<file path="config.mk">
export PLATFORM = sky130hd
export DESIGN_NAME = multi_shift_register
export DESIGN_NICKNAME = d
export VERILOG_FILES = /design/src/rtl/multi_shift_register_pkg.sv /design/src/rtl/multi_shift_register_step.sv /design/src/rtl/multi_shift_register.sv
export SDC_FILE = /design/constraint.sdc
export NUM_CORES = 1
export LEC_CHECK = 0
export CORE_MARGIN = 1
export CORE_UTILIZATION = 46
export CTS_CLUSTER_SIZE = 25
export DETAILED_ROUTE_END_ITERATION = 8
export PLACE_DENSITY_LB_ADDON = 0.15
export SLEW_MARGIN = 20
export SYNTH_ARGS = -nofsm -noshare
export SYNTH_HDL_FRONTEND = slang
export SYNTH_SLANG_ARGS = --single-unit
</file>
<file path="constraint.sdc">
create_clock -name clk -period 2.3 [get_ports clk]
set_clock_uncertainty 0.05 [all_clocks]
set_input_delay 0.575 -clock clk [delete_from_list [all_inputs] [get_ports clk]]
set_output_delay 0.575 -clock clk [all_outputs]
set_load 0.02 [all_outputs]
</file>
<file path="src/rtl/multi_shift_register_pkg.sv">
// rtl/multi_shift_register_pkg.sv - shared op encodings and FSM state type
package multi_shift_register_pkg;

    localparam logic [2:0] OP_SRL = 3'b000;
    localparam logic [2:0] OP_SLL = 3'b001;
    localparam logic [2:0] OP_SRA = 3'b010;
    localparam logic [2:0] OP_ROR = 3'b011;
    localparam logic [2:0] OP_ROL = 3'b100;

    typedef enum logic [1:0] {
        ST_IDLE  = 2'd0,
        ST_SHIFT = 2'd1,
        ST_DONE  = 2'd2
    } state_t;

    function automatic logic is_shift_op(input logic [2:0] op);
        return op <= OP_ROL;
    endfunction

endpackage

</file>
<file path="src/rtl/multi_shift_register_step.sv">
// rtl/multi_shift_register_step.sv - one combinational 1-bit shift/rotate step
module reg_shift_step
    import multi_shift_register_pkg::*;
#(
    parameter int WIDTH = 8
) (
    input  logic [WIDTH-1:0] value,
    input  logic [2:0]       op,
    input  logic             ir,
    input  logic             il,
    output logic [WIDTH-1:0] next_value,
    output logic             bit_out
);

    always_comb begin
        next_value = value;
        bit_out    = 1'b0;
        case (op)
            OP_SRL: begin
                next_value = {ir, value[WIDTH-1:1]};
                bit_out    = value[0];
            end
            OP_SLL: begin
                next_value = {value[WIDTH-2:0], il};
                bit_out    = value[WIDTH-1];
            end
            OP_SRA: begin
                next_value = {value[WIDTH-1], value[WIDTH-1:1]};
                bit_out    = value[0];
            end
            OP_ROR: begin
                next_value = {value[0], value[WIDTH-1:1]};
                bit_out    = value[0];
            end
            OP_ROL: begin
                next_value = {value[WIDTH-2:0], value[WIDTH-1]};
                bit_out    = value[WIDTH-1];
            end
            default: begin
                next_value = value;
                bit_out    = 1'b0;
            end
        endcase
    end

endmodule

</file>
<file path="src/rtl/multi_shift_register.sv">
// rtl/multi_shift_register.sv - loadable up/down register with multi-step shift FSM
module multi_shift_register
    import multi_shift_register_pkg::*;
#(
    parameter int WIDTH = 8,
    parameter int CNT_W = 4
) (
    input  logic             clk,
    input  logic             rst_n,
    input  logic             cl,
    input  logic             ld,
    input  logic [WIDTH-1:0] in,
    input  logic             inc,
    input  logic             dec,
    input  logic             start,
    input  logic [2:0]       op,
    input  logic [CNT_W-1:0] amt,
    input  logic             ir,
    input  logic             il,
    output logic [WIDTH-1:0] out,
    output logic             busy,
    output logic             done,
    output logic             carry,
    output logic             zero
);

    localparam logic [WIDTH-1:0] VAL_ONE = 1;
    localparam logic [CNT_W-1:0] CNT_ONE = 1;

    state_t           state_q, state_d;
    logic [WIDTH-1:0] out_q, out_d;
    logic             carry_q, carry_d;
    logic [CNT_W-1:0] cnt_q, cnt_d;
    logic [2:0]       op_q, op_d;
    logic [WIDTH-1:0] step_value;
    logic             step_bit;

    reg_shift_step #(.WIDTH(WIDTH)) u_step (
        .value      (out_q),
        .op         (op_q),
        .ir         (ir),
        .il         (il),
        .next_value (step_value),
        .bit_out    (step_bit)
    );

    always_ff @(posedge clk) begin
        if (!rst_n) begin
            state_q <= ST_IDLE;
            out_q   <= '0;
            carry_q <= 1'b0;
            cnt_q   <= '0;
            op_q    <= OP_SRL;
        end else begin
            state_q <= state_d;
            out_q   <= out_d;
            carry_q <= carry_d;
            cnt_q   <= cnt_d;
            op_q    <= op_d;
        end
    end

    always_comb begin
        state_d = state_q;
        out_d   = out_q;
        carry_d = carry_q;
        cnt_d   = cnt_q;
        op_d    = op_q;
        if (state_q == ST_SHIFT) begin
            // Only clear may interrupt a shift; it aborts without a done pulse.
            if (cl) begin
                out_d   = '0;
                carry_d = 1'b0;
                cnt_d   = '0;
                state_d = ST_IDLE;
            end else begin
                out_d   = step_value;
                carry_d = is_shift_op(op_q) ? step_bit : carry_q;
                cnt_d   = cnt_q - CNT_ONE;
                state_d = (cnt_q == CNT_ONE) ? ST_DONE : ST_SHIFT;
            end
        end else begin
            state_d = ST_IDLE;
            if (cl) begin
                out_d   = '0;
                carry_d = 1'b0;
            end else if (ld) begin
                out_d = in;
            end else if (inc) begin
                out_d   = out_q + VAL_ONE;
                carry_d = &out_q;
            end else if (dec) begin
                out_d   = out_q - VAL_ONE;
                carry_d = (out_q == '0);
            end else if (start) begin
                if (amt != '0) begin
                    op_d    = op;
                    cnt_d   = amt;
                    state_d = ST_SHIFT;
                end else begin
                    state_d = ST_DONE;
                end
            end
        end
    end

    assign out   = out_q;
    assign carry = carry_q;
    assign busy  = (state_q == ST_SHIFT);
    assign done  = (state_q == ST_DONE);
    assign zero  = (out_q == '0);

endmodule

</file>
==> Yosys cells after proc, flatten, opt, wreduce, memory -nomap -nowiden <==
Cells that the tools add are included.
{ "op_classes": {"n_addsub": 3, "magnitude_cmp": 1, "eq_ne": 16, "n_mux": 32, "bitwise": 5, "reduce_logical": 15} }
{ "op_table": {"columns": ["op", "count"], "rows": [
  ["$mux 8", 6],
  ["$pmux 8 s5", 1],
  ["$mux 4", 8],
  ["$mux 2", 9],
  ["$add 8x1->8 const B", 1],
  ["$logic_not 8->1", 1],
  ["$ne 2x1->1 const B", 4],
  ["$reduce_and 8->1", 1],
  ["$reduce_bool 4->1", 2],
  ["$sub 8x1->8 const B", 1],
  ["$mux 1", 7],
  ["$ne 7x2->1 const B", 1],
  ["$reduce_and 7->1", 1],
  ["$eq 3x2->1 const B", 2],
  ["$ne 3x2->1 const B", 2],
  ["$ne 6x2->1 const B", 1],
  ["$reduce_and 3->1", 2],
  ["$reduce_and 6->1", 1],
  ["$not 1->1", 5],
  ["$reduce_bool 5->1", 1],
  ["$eq 4x1->1 const B", 1],
  ["$reduce_bool 2->1", 2],
  ["$sub 4x1->4 const B", 1],
  ["$eq 3x1->1 const B", 1],
  ["other kinds (10)", 10]
]} }
{ "totals": {"reg_bits": 18, "input_bits": 24, "output_inout_bits": 12} }

==> Depth between registers and ports, before layout <==
Gate-level depths: netlist of the first run.
{ "logic_depth": {"depth_word": 8, "mapped_depth": 7} }

==> Hierarchy <==
Synthesis of the first run repeated with hierarchy kept, for this count alone.
{ "unflattened": {"cells_unflattened": 229, "area_unflattened_um2": 1893.1} }
{ "by_module_without_submodules": {"columns": ["module", "n_inst", "cells_each", "area_each_um2", "seq_area_each_um2"], "rows": [
  ["multi_shift_register", 1, 174, 1446.4, 360.3],
  ["reg_shift_step", 1, 55, 446.7, 0.0]
]} }

==> Worst setup path after synthesis of the first run <==
OpenSTA, ideal clock, no wires.
{ "synth_path": {"path_kind": "input to register", "from": "in ld", "to": "reg cnt_q[0]", "arrival_ns": 2.060, "t_required_ns": 2.134, "path_slack_ns": 0.073, "path_stages": 6, "path_cell_list": "buf_6 -> or3_4 -> or4b_4 -> and2_4 -> a221o_1 -> o211a_1"} }
{ "synth_via": {"elab_chain_cells": 2} }
{ "synth_rtl": {"columns": ["item", "line", "source"], "rows": [
  ["from (decl)", "multi_shift_register.sv:11", "input logic ld,"],
  ["$ne 2x1->1 (no source line)", null, null],
  ["$reduce_and 6->1 (no source line)", null, null],
  ["to (signal assigned)", "multi_shift_register.sv:58", "cnt_q <= cnt_d;"],
  ["to (decl)", "multi_shift_register.sv:33", "logic [CNT_W-1:0] cnt_q, cnt_d;"]
]} }
No other way between the ends.
A chain may end at the register's enable or synchronous reset.

==> Final worst setup path of the first run <==
{ "layout_path": {"from": "in dec", "to": "reg cnt_q[0]"} }
{ "layout_via": {"elab_chain_cells": 2} }
{ "layout_rtl": {"columns": ["item", "line", "source"], "rows": [
  ["from (decl)", "multi_shift_register.sv:14", "input logic dec,"],
  ["$ne 2x1->1 (no source line)", null, null],
  ["$reduce_and 6->1 (no source line)", null, null]
]} }
No other way between the ends.

==> key figures, run 1 <==
Timing
  • FMAX: 444.6 MHz
  • Slew @ Worst Pin: 583.7 ps
  • Relative slew slack: 61.09%
  • Tcrit/Tclk final: 97.79%
  • Final setup fails: 0
  • Max-slew violations: 0
  • Worst hold slack: 472.7 ps
  • RSZ-0062 raised after global routing: false
  • Post-route minimum period: 2249 ps
  • Final Hold Fails: 0

Die
  • Die X: 60.98 microns
  • Die height: 60.98 microns
  • Row cnt: 21
  • I/O pin count: 36
  • Starting Density: 47.96%
  • Total core area: 3337 sq um
  • Die area: 3719 sq um

Cells and area
  • Area grow syn2layout: 42.38%
  • Layout cell share with drive strength beyond 1: 20.82%
  • Layout net count: 303
  • Util after Layout: 68.28%
  • Antenna Cells: 0
  • Fillcell total: 297

Routing
  • DRT Wirelength: 4.896 mm
  • Via Count: 1,832
  • 1st-pass router iterations: 4
  • Post-DR vias/cell: 5.816
  • Iter 0 DRT Violations: 85
  • Avg WL per Cell: 15.54 microns
  • # DRC: 0
  • Final ANT Viol Nets: 0

GRT
  • Vias in the first global route: 1,674
  • Initial antenna violation count: 0
  • Total grt overflow: 0
  • First-pass GRT wire length: 7.624 mm
  • GRT Util Overall: 27.84%
  • Largest net degree at the start of global routing: 17

Yosys
  • Syn Area/Cell: 7.922 sq um
  • Sequential share of the synthesized area: 22.52%
  • Ys Warns: 0
  • Ys flop type: dfxtp_1
  • Top post-synthesis cells by area: dfxtp_1 23%, mux2i_1 6.9%, a21oi_1 6.3%
  • Post-synth EDFFs: 0
  • Post-synth ARST share: 0%
  • Synthesized area: 1600 sq um
  • Synth cell types: 53
  • Synth Register Bits: 18
  • Synth top area share: 22.52%
  • Area leader, netlist: dfxtp_1
  • Mapped Cells: 202
  • Syn Nets: 235

Power and ir drop
  • Total power: 924.2 uW
  • Leakage: 0.9629 nW
  • Worst vdd ir: 0.2847 mV
  • Cell Pwr Density: 405.6 nW/um^2

Setup path
  • Startpoint types: input pin
  • Crit-path slowest cell: or4b_4
  • Worst r2r dst: out[7]$_SDFFE_PN0P_
  • Crit path required time: 2460 ps
  • Worst Setup End Kind: register
  • Worst R2R Start: out[4]$_SDFFE_PN0P_
  • R2r worst-path depth: 7
  • Crit path arrival time: 2410 ps
  • Slowest cell delay on critical path: 530 ps
  • Critical Path Fanout Max: 2
  • Setup CP Type: input pin to register
  • Reg2reg setup slack: 390 ps
  • Crit-path cells: clkdlybuf4s50_1, or3_4, or4b_4, and2_4, a221o_1, o211a_1

Place
  • Final HPWL DP: 3.853 mm
  • Final RePlAce weighted congestion: 0.8667
  • Port Buf Inserts: 35

Clocking
  • TritonCTS clock tree: yes
  • Latest clock arrival within the worst-skew pair: 300 ps
  • Clock sink count: 18
  • CTS Root Buffer Type: clkbuf_4
  • Reg clk slew, reported paths: 110 ps
  • Hold buffer count at cts: 0
  • Total CTS buffers: 3
  • CTS max path bufs: 2
  • H-tree Lvls: 1

Min path
  • Hold EP: cnt_q[2]$_SDFFE_PN0P_
  • Hold-critical path depth: 2
  • HP Class: register to register
  • Hold path start: cnt_q[2]$_SDFFE_PN0P_

Job
  • Max-cap violations: 0

Status
  • Outcome: finished clean
sequential cells by signal, summed over array words and instances, names as in the netlist:
register,count
state_q,2
cnt_q,4
carry,1
op_q,3
out,8
critical path: cells and delay by family:
family | cells | cell delay (ps)
simple gates | 3 | 1040
compound gates | 2 | 380
buf+inv | 1 | 420
area by class of cell:
type	instances	area, sq um	area share [%]
Clock buffer	4	36.28	1.593
Inverter	11	41.29	1.812
Tap cell	46	57.56	2.526
Timing Repair Buffer	73	628.1	27.57
Multi-Input combinational cell	163	1155	50.69
Sequential cell	18	360.3	15.82
where the power goes:
group / internal (mW) / total, mW / switching, mW
Combinational: 0.198 / 0.386 / 0.188
Clock: 0.0966 / 0.201 / 0.105
Sequential: 0.327 / 0.337 / 0.00995
Total: 0.622 / 0.924 / 0.303
per-stage QoR:
stage                     setup slack, ps  cells  instance area, sq um  setup TNS (ps)
after global routing                27.95    315                  2278               0
after CTS                           3.682    315                  2281               0
after global placement             -386.7    311                  2247           -3977
after floorplan                     73.47    202                  1600               0
final                               50.75    315                  2278               0
after detailed placement           -453.2    311                  2247           -4561
cells in the final DEF (no fill, tap or decap), types with 4 or more instances in the layout:
master,n
clkdlybuf4s50_1,32
inv_1,10
nor3_1,7
nand2_1,9
nand2b_1,5
nor2b_1,7
xnor2_1,7
mux2i_1,11
nor2_1,15
a21oi_1,20
o21ai_0,14
buf_4,38
ha_1,8
o22ai_1,4
dfxtp_1,18
repair_timing:
action / 4_1_cts / 5_1_grt
setup buffers: 0 / 0
setup endpoints to repair: 8 / 2
pin swaps: 2 / 0
resized for setup: 5 / 2
worst max-delay path by stage:
stage | startpoint | endpoint | slack, ps | cells after the start
floorplan | ld | cnt_q[0]$_SDFFE_PN0P_ | 70 | 6
global placement | inc | out[7]$_SDFFE_PN0P_ | -390 | 8
CTS | out[2]$_SDFFE_PN0P_ | zero | 4 | 3
finish | dec | cnt_q[0]$_SDFFE_PN0P_ | 50 | 6
global route | dec | op_q[2]$_SDFFE_PN0P_ | 30 | 7
detailed placement | inc | out[7]$_SDFFE_PN0P_ | -450 | 8
Yosys cell counts (5+ instances only):
| cell type | number |
|---|---|
| a21oi_1 | 20 |
| inv_1 | 11 |
| nand2_1 | 10 |
| mux2i_1 | 11 |
| clkbuf_1 | 7 |
| nor3_1 | 7 |
| dfxtp_1 | 18 |
| ha_1 | 8 |
| nor2b_1 | 7 |
| xnor2_1 | 7 |
| nand2b_1 | 5 |
| o21ai_0 | 14 |
| nor2_1 | 15 |
logic make-up after synthesis:
kind of cell,synth area share [%]
AO/OA/AOI/OAI,30.26
multiplexers,8.992
adder cells (fa/ha/maj),7.506
flip-flops,22.52
buffers and inverters,5.473
XOR/XNOR,3.831
AND/OR/NAND/NOR,21.42
metal layers:
| metal | GRT usage, % | up-vias | share of wire [%] |
|---|---|---|---|
| met5 | 0 | - | 0 |
| met4 | 9.416 | 0 | 1.6 |
| met3 | 3.625 | 9 | 6.5 |
| met2 | 44.43 | 74 | 46 |
| met1 | 38.71 | 857 | 46 |
| li1 | - | 892 | - |
(Power assumes the default switching activity.)
==> run 2: changes to the inputs <==
--- a/config.mk
+++ b/config.mk
@@ -14,3 +14,4 @@
 export SYNTH_ARGS = -nofsm -noshare
 export SYNTH_HDL_FRONTEND = slang
 export SYNTH_SLANG_ARGS = --single-unit
+export TNS_END_PERCENT = 10
==> key figures, run 2 (synthesis gave the netlist of run 1 again) <==
Cells and area
  • Commonest non-fill, non-tap cells in the layout: 38 x buf_4, 33 x clkdlybuf4s50_1, 20 x a21oi_1
  • Layout cell share with drive strength beyond 1: 21.19%
  • Max reg flops: 8
  • Most common cell after layout, fill and taps aside: buf_4
  • Area grow syn2layout: 42.92%
  • Antenna Cells: 0
  • Non-filler instance count after layout: 315
  • Area of the multi-input gates: 1162 sq um
  • Layout net count: 303
  • Fillcell total: 294
  • Sequential cell area: 360.3 sq um
  • Final Instance Area: 2287 sq um

Timing
  • Final setup fails: 1
  • Worst hold slack: 470.9 ps
  • Slew @ Worst Pin: 582.7 ps
  • Final Hold Fails: 0
  • Setup TNS: -25.30 ps
  • Tcrit/Tclk final: 101.1%
  • Final worst slack: -25.30 ps
  • RSZ-0062 raised after global routing: true
  • FMAX: 430.1 MHz
  • Post-route minimum period: 2325 ps
  • Max-slew violations: 0
  • Relative slew slack: 61.16%

Setup path
  • Setup CP Type: input pin to register
  • Crit-path slowest cell: or4b_4
  • Critical Path Fanout Max: 2
  • Crit path arrival time: 2490 ps
  • Crit-path cells: clkdlybuf4s50_1, or3_4, or4b_4, and2_4, a221o_1, o211a_1
  • Worst Setup End Kind: register
  • Worst Path Buf+Inv: 1
  • Crit path required time: 2460 ps
  • Startpoint types: input pin
  • Slowest cell delay on critical path: 530 ps
  • Crit path max-delay family: simple AND/OR/NAND/NOR gates

Routing
  • Final ANT Viol Nets: 0
  • Post-DR vias/cell: 5.841
  • Iter 0 DRT Violations: 97
  • Via Count: 1,840
  • 1st-pass router iterations: 4
  • DRT Wirelength: 4.890 mm
  • # DRC: 0
  • Avg WL per Cell: 15.52 microns

Clocking
  • Reg clk slew, reported paths: 110 ps
  • Clock sink count: 18
  • TritonCTS clock tree: yes
  • Latest clock arrival within the worst-skew pair: 300 ps
  • Total CTS buffers: 3
  • CTS Root Buffer Type: clkbuf_4
  • H-tree Lvls: 1
  • CTS max path bufs: 2

Die
  • Row cnt: 21
  • Die height: 60.98 microns
  • Die X: 60.98 microns
  • I/O pin count: 36
  • Starting Density: 47.96%
  • Total core area: 3337 sq um
  • Die area: 3719 sq um

GRT
  • Largest net degree at the start of global routing: 17
  • GRT Util Overall: 27.84%
  • Initial antenna violation count: 0
  • First-pass GRT wire length: 7.624 mm
  • Vias in the first global route: 1,674
  • Total grt overflow: 0

Place
  • Final HPWL DP: 3.853 mm
  • DP Area: 2247 sq um
  • Placed Instances: 311
  • Port Buf Inserts: 35
  • Final RePlAce weighted congestion: 0.8667

Power and ir drop
  • Leakage: 0.9590 nW
  • Switching pwr: 304.6 uW
  • Switch share: 32.85%
  • Comb power frac: 41.8%
  • Internal power: 622.5 uW
  • Cell Pwr Density: 405.3 nW/um^2
  • Worst vdd ir: 0.2846 mV
  • Flop pwr share: 36.3%
  • Clock network power share: 21.9%

Job
  • Max-cap violations: 0

Min path
  • HP Class: register to register

Status
  • Failing checks: setup timing
  • Outcome: finished, violations left
run 2: cell type report:
| class | count | area share (%) |
|---|---|---|
| multi-input cells | 163 | 50.82 |
| well taps | 46 | 2.516 |
| clock buffers | 4 | 1.586 |
| flip-flops and latches | 18 | 15.75 |
| inverters | 11 | 1.805 |
| repair buffers | 73 | 27.52 |
run 2: power groups by stage:
stage	registers, mW	logic (mW)	clock network [mW]
2_1_floorplan	0.366	0.182	0
3_3_place_gp	0.343	0.372	0
3_5_place_dp	0.344	0.385	0
4_1_cts	0.337	0.384	0.204
5_1_grt	0.338	0.418	0.214
6_report	0.337	0.388	0.203
run 2: per-layer routing:
layer	wire length (microns)	up-vias	part of all wire (%)	track usage, %
met2	2277	70	47	44.43
met4	80	0	1.6	9.416
li1	-	892	-	-
met3	278	9	5.7	3.625
met1	2255	869	46	38.71
met5	0	-	0	0
run 2: through the flow:
stage / setup slack (ps) / utilization [%] / power [mW]
2_1_floorplan: 73.47 / - / 0.5481
3_3_place_gp: -386.7 / 67.34 / 0.7151
3_5_place_dp: -453.2 / 67.34 / 0.7286
4_1_cts: -15.62 / 68.39 / 0.9249
5_1_grt: -51.28 / 68.54 / 0.9703
6_report: -25.30 / 68.54 / 0.9271
run 2: worst paths after layout:
check	start	endpoint	slack [ps]	depth (start not counted)
max	dec	cnt_q[0]$_SDFFE_PN0P_	-30	6
min	cnt_q[2]$_SDFFE_PN0P_	cnt_q[2]$_SDFFE_PN0P_	470	2
max reg2reg	out[4]$_SDFFE_PN0P_	out[7]$_SDFFE_PN0P_	390	7
min reg2reg	cnt_q[2]$_SDFFE_PN0P_	cnt_q[2]$_SDFFE_PN0P_	470	2
run 2: what timing repair did:
item	in CTS	in global routing
gates resized for setup	4	4
hold buffers	0	0
setup endpoints to repair	8	7
buffers inserted	0	0
run 2: worst reg2reg max path: cells and delay by family (launching register included):
family / cells / cell delay (ps)
AOI/OAI and AO/OA: 2 / 510
xor gates and xnor gates: 1 / 100
and+or+nand+nor: 2 / 370
DFF: 1 / 330
adders and majority gates: 1 / 290
buffers and inverters: 1 / 160
==> run 3: changes to the inputs <==
--- a/config.mk
+++ b/config.mk
@@ -10,6 +10,7 @@
 export CTS_CLUSTER_SIZE = 25
 export DETAILED_ROUTE_END_ITERATION = 8
 export PLACE_DENSITY_LB_ADDON = 0.15
+export SKIP_CTS_REPAIR_TIMING = 1
 export SLEW_MARGIN = 20
 export SYNTH_ARGS = -nofsm -noshare
 export SYNTH_HDL_FRONTEND = slang
==> key figures, run 3 (synthesis gave the netlist of run 1 again) <==
Die
  • Die X: 60.98 microns
  • I/O pin count: 36
  • Row cnt: 21
  • Die area: 3719 sq um
  • Total core area: 3337 sq um
  • Starting Density: 47.96%
  • Die height: 60.98 microns

GRT
  • Met3 usage: 3.625%
  • GR peak layer: met2
  • Vias in the first global route: 1,674
  • First-pass GRT wire length: 7.624 mm
  • M2 GR Usage: 44.43%
  • Met1 usage: 38.71%
  • Initial antenna violation count: 0
  • GRT Util Overall: 27.84%
  • Largest net degree at the start of global routing: 17
  • Total grt overflow: 0

Routing
  • DRT Wirelength: 4.949 mm
  • Final ANT Viol Nets: 0
  • # DRC: 0
  • 1st-pass router iterations: 4
  • Avg WL per Cell: 15.71 microns
  • Iter 0 DRT Violations: 111
  • Post-DR vias/cell: 5.857
  • Via Count: 1,845

Clocking
  • Latest clock arrival within the worst-skew pair: 300 ps
  • H-tree Lvls: 1
  • CTS Root Buffer Type: clkbuf_4
  • TritonCTS clock tree: yes
  • CTS max path bufs: 2
  • Reg clk slew, reported paths: 110 ps
  • Total CTS buffers: 3
  • Clock sink count: 18

Setup path
  • Crit path max-delay family: simple AND/OR/NAND/NOR gates
  • Slowest cell delay on critical path: 530 ps
  • Worst Path Buf+Inv: 1
  • Crit path launch: dec
  • Crit-path slowest cell: or4b_4
  • Critical Path Fanout Max: 2
  • Startpoint types: input pin
  • Crit path required time: 2460 ps
  • Worst Setup End Kind: register
  • Worst R2R Start: out[4]$_SDFFE_PN0P_
  • Crit path arrival time: 2490 ps
  • Crit-path cells: clkdlybuf4s50_1, or3_4, or4b_4, and2_4, a221o_1, o211a_1
  • Setup CP Type: input pin to register

Timing
  • Worst hold slack: 471.2 ps
  • Final setup fails: 1
  • Max-slew violations: 0
  • Setup TNS: -30.81 ps
  • RSZ-0062 raised after global routing: true
  • FMAX: 429.0 MHz
  • Relative slew slack: 62.85%
  • Final worst slack: -30.81 ps
  • Final Hold Fails: 0
  • Slew @ Worst Pin: 557.2 ps
  • Tcrit/Tclk final: 101.3%
  • Post-route minimum period: 2331 ps

Cells and area
  • Area grow syn2layout: 43.86%
  • Layout cell share with drive strength beyond 1: 20.82%
  • Fillcell total: 288
  • Layout net count: 303
  • Antenna Cells: 0
  • Commonest non-fill, non-tap cells in the layout: 38 x buf_4, 33 x clkdlybuf4s50_1, 20 x a21oi_1
  • Most common cell after layout, fill and taps aside: buf_4
  • Max reg flops: 8

Power and ir drop
  • Worst vdd ir: 0.2836 mV
  • Cell Pwr Density: 406.5 nW/um^2
  • Leakage: 0.9802 nW

Min path
  • Hold path start: cnt_q[2]$_SDFFE_PN0P_
  • HP Class: register to register

Place
  • Port Buf Inserts: 35
  • Final RePlAce weighted congestion: 0.8667
  • Final HPWL DP: 3.853 mm

Job
  • Max-cap violations: 0

Status
  • Outcome: finished, violations left
  • Failing checks: setup timing
==> run 3: cell types whose count changed in the layout (fill, tap and decap cells not counted), sizes merged <==
cell and change:
clkbuf -1, dlygate4sd2 -1, dlymetal6s2s +2
==> run 3: cell type report <==
type / count / area, sq um / area share (%)
Multi-Input combinational cell: 163 / 1166 / 50.65
Timing Repair Buffer: 73 / 640.6 / 27.83
Sequential cell: 18 / 360.3 / 15.65
Tap cell: 46 / 57.56 / 2.500
Inverter: 11 / 41.29 / 1.793
Clock buffer: 4 / 36.28 / 1.576
==> run 3: routing by layer <==
layer / share of wire, % / routed length, microns
met1: 46 / 2255
met2: 47 / 2311
met3: 6.0 / 295
met4: 1.8 / 87
met5: 0 / 0
==> run 3: where the power goes <==
group	switching [mW]	internal, mW	leakage, nW
combinational	0.191	0.204	0.813
clock	0.108	0.0966	0.0210
sequential	0.0100	0.327	0.147
==> run 3: worst register-to-register path, delay by kind of cell, from the launching register on <==
| family | cells | cell delay (ps) |
|---|---|---|
| adders and majority gates | 1 | 290 |
| xor gates and xnor gates | 1 | 100 |
| buffers and inverters | 1 | 170 |
| AOI/OAI and AO/OA | 2 | 510 |
| DFF | 1 | 330 |
| and+or+nand+nor | 2 | 370 |
==> run 3: final timing paths <==
check                     endpoint  slack, ps  depth (start not counted)
min          cnt_q[2]$_SDFFE_PN0P_        470                          2
max reg2reg    out[7]$_SDFFE_PN0P_        390                          7
max          cnt_q[0]$_SDFFE_PN0P_        -30                          6
min reg2reg  cnt_q[2]$_SDFFE_PN0P_        470                          2
==> run 3: stage by stage <==
| step | cells | instance area (sq um) | utilization [%] | total power [mW] | setup slack [ps] |
|---|---|---|---|---|---|
| 5_1_grt | 315 | 2302 | 68.99 | 0.9760 | -51.28 |
| 2_1_floorplan | 202 | 1600 | - | 0.5481 | 73.47 |
| 3_3_place_gp | 311 | 2247 | 67.34 | 0.7151 | -386.7 |
| 4_1_cts | 315 | 2283 | 68.43 | 0.9273 | -298.6 |
| 6_report | 315 | 2302 | 68.99 | 0.9359 | -30.81 |
| 3_5_place_dp | 311 | 2247 | 67.34 | 0.7286 | -453.2 |
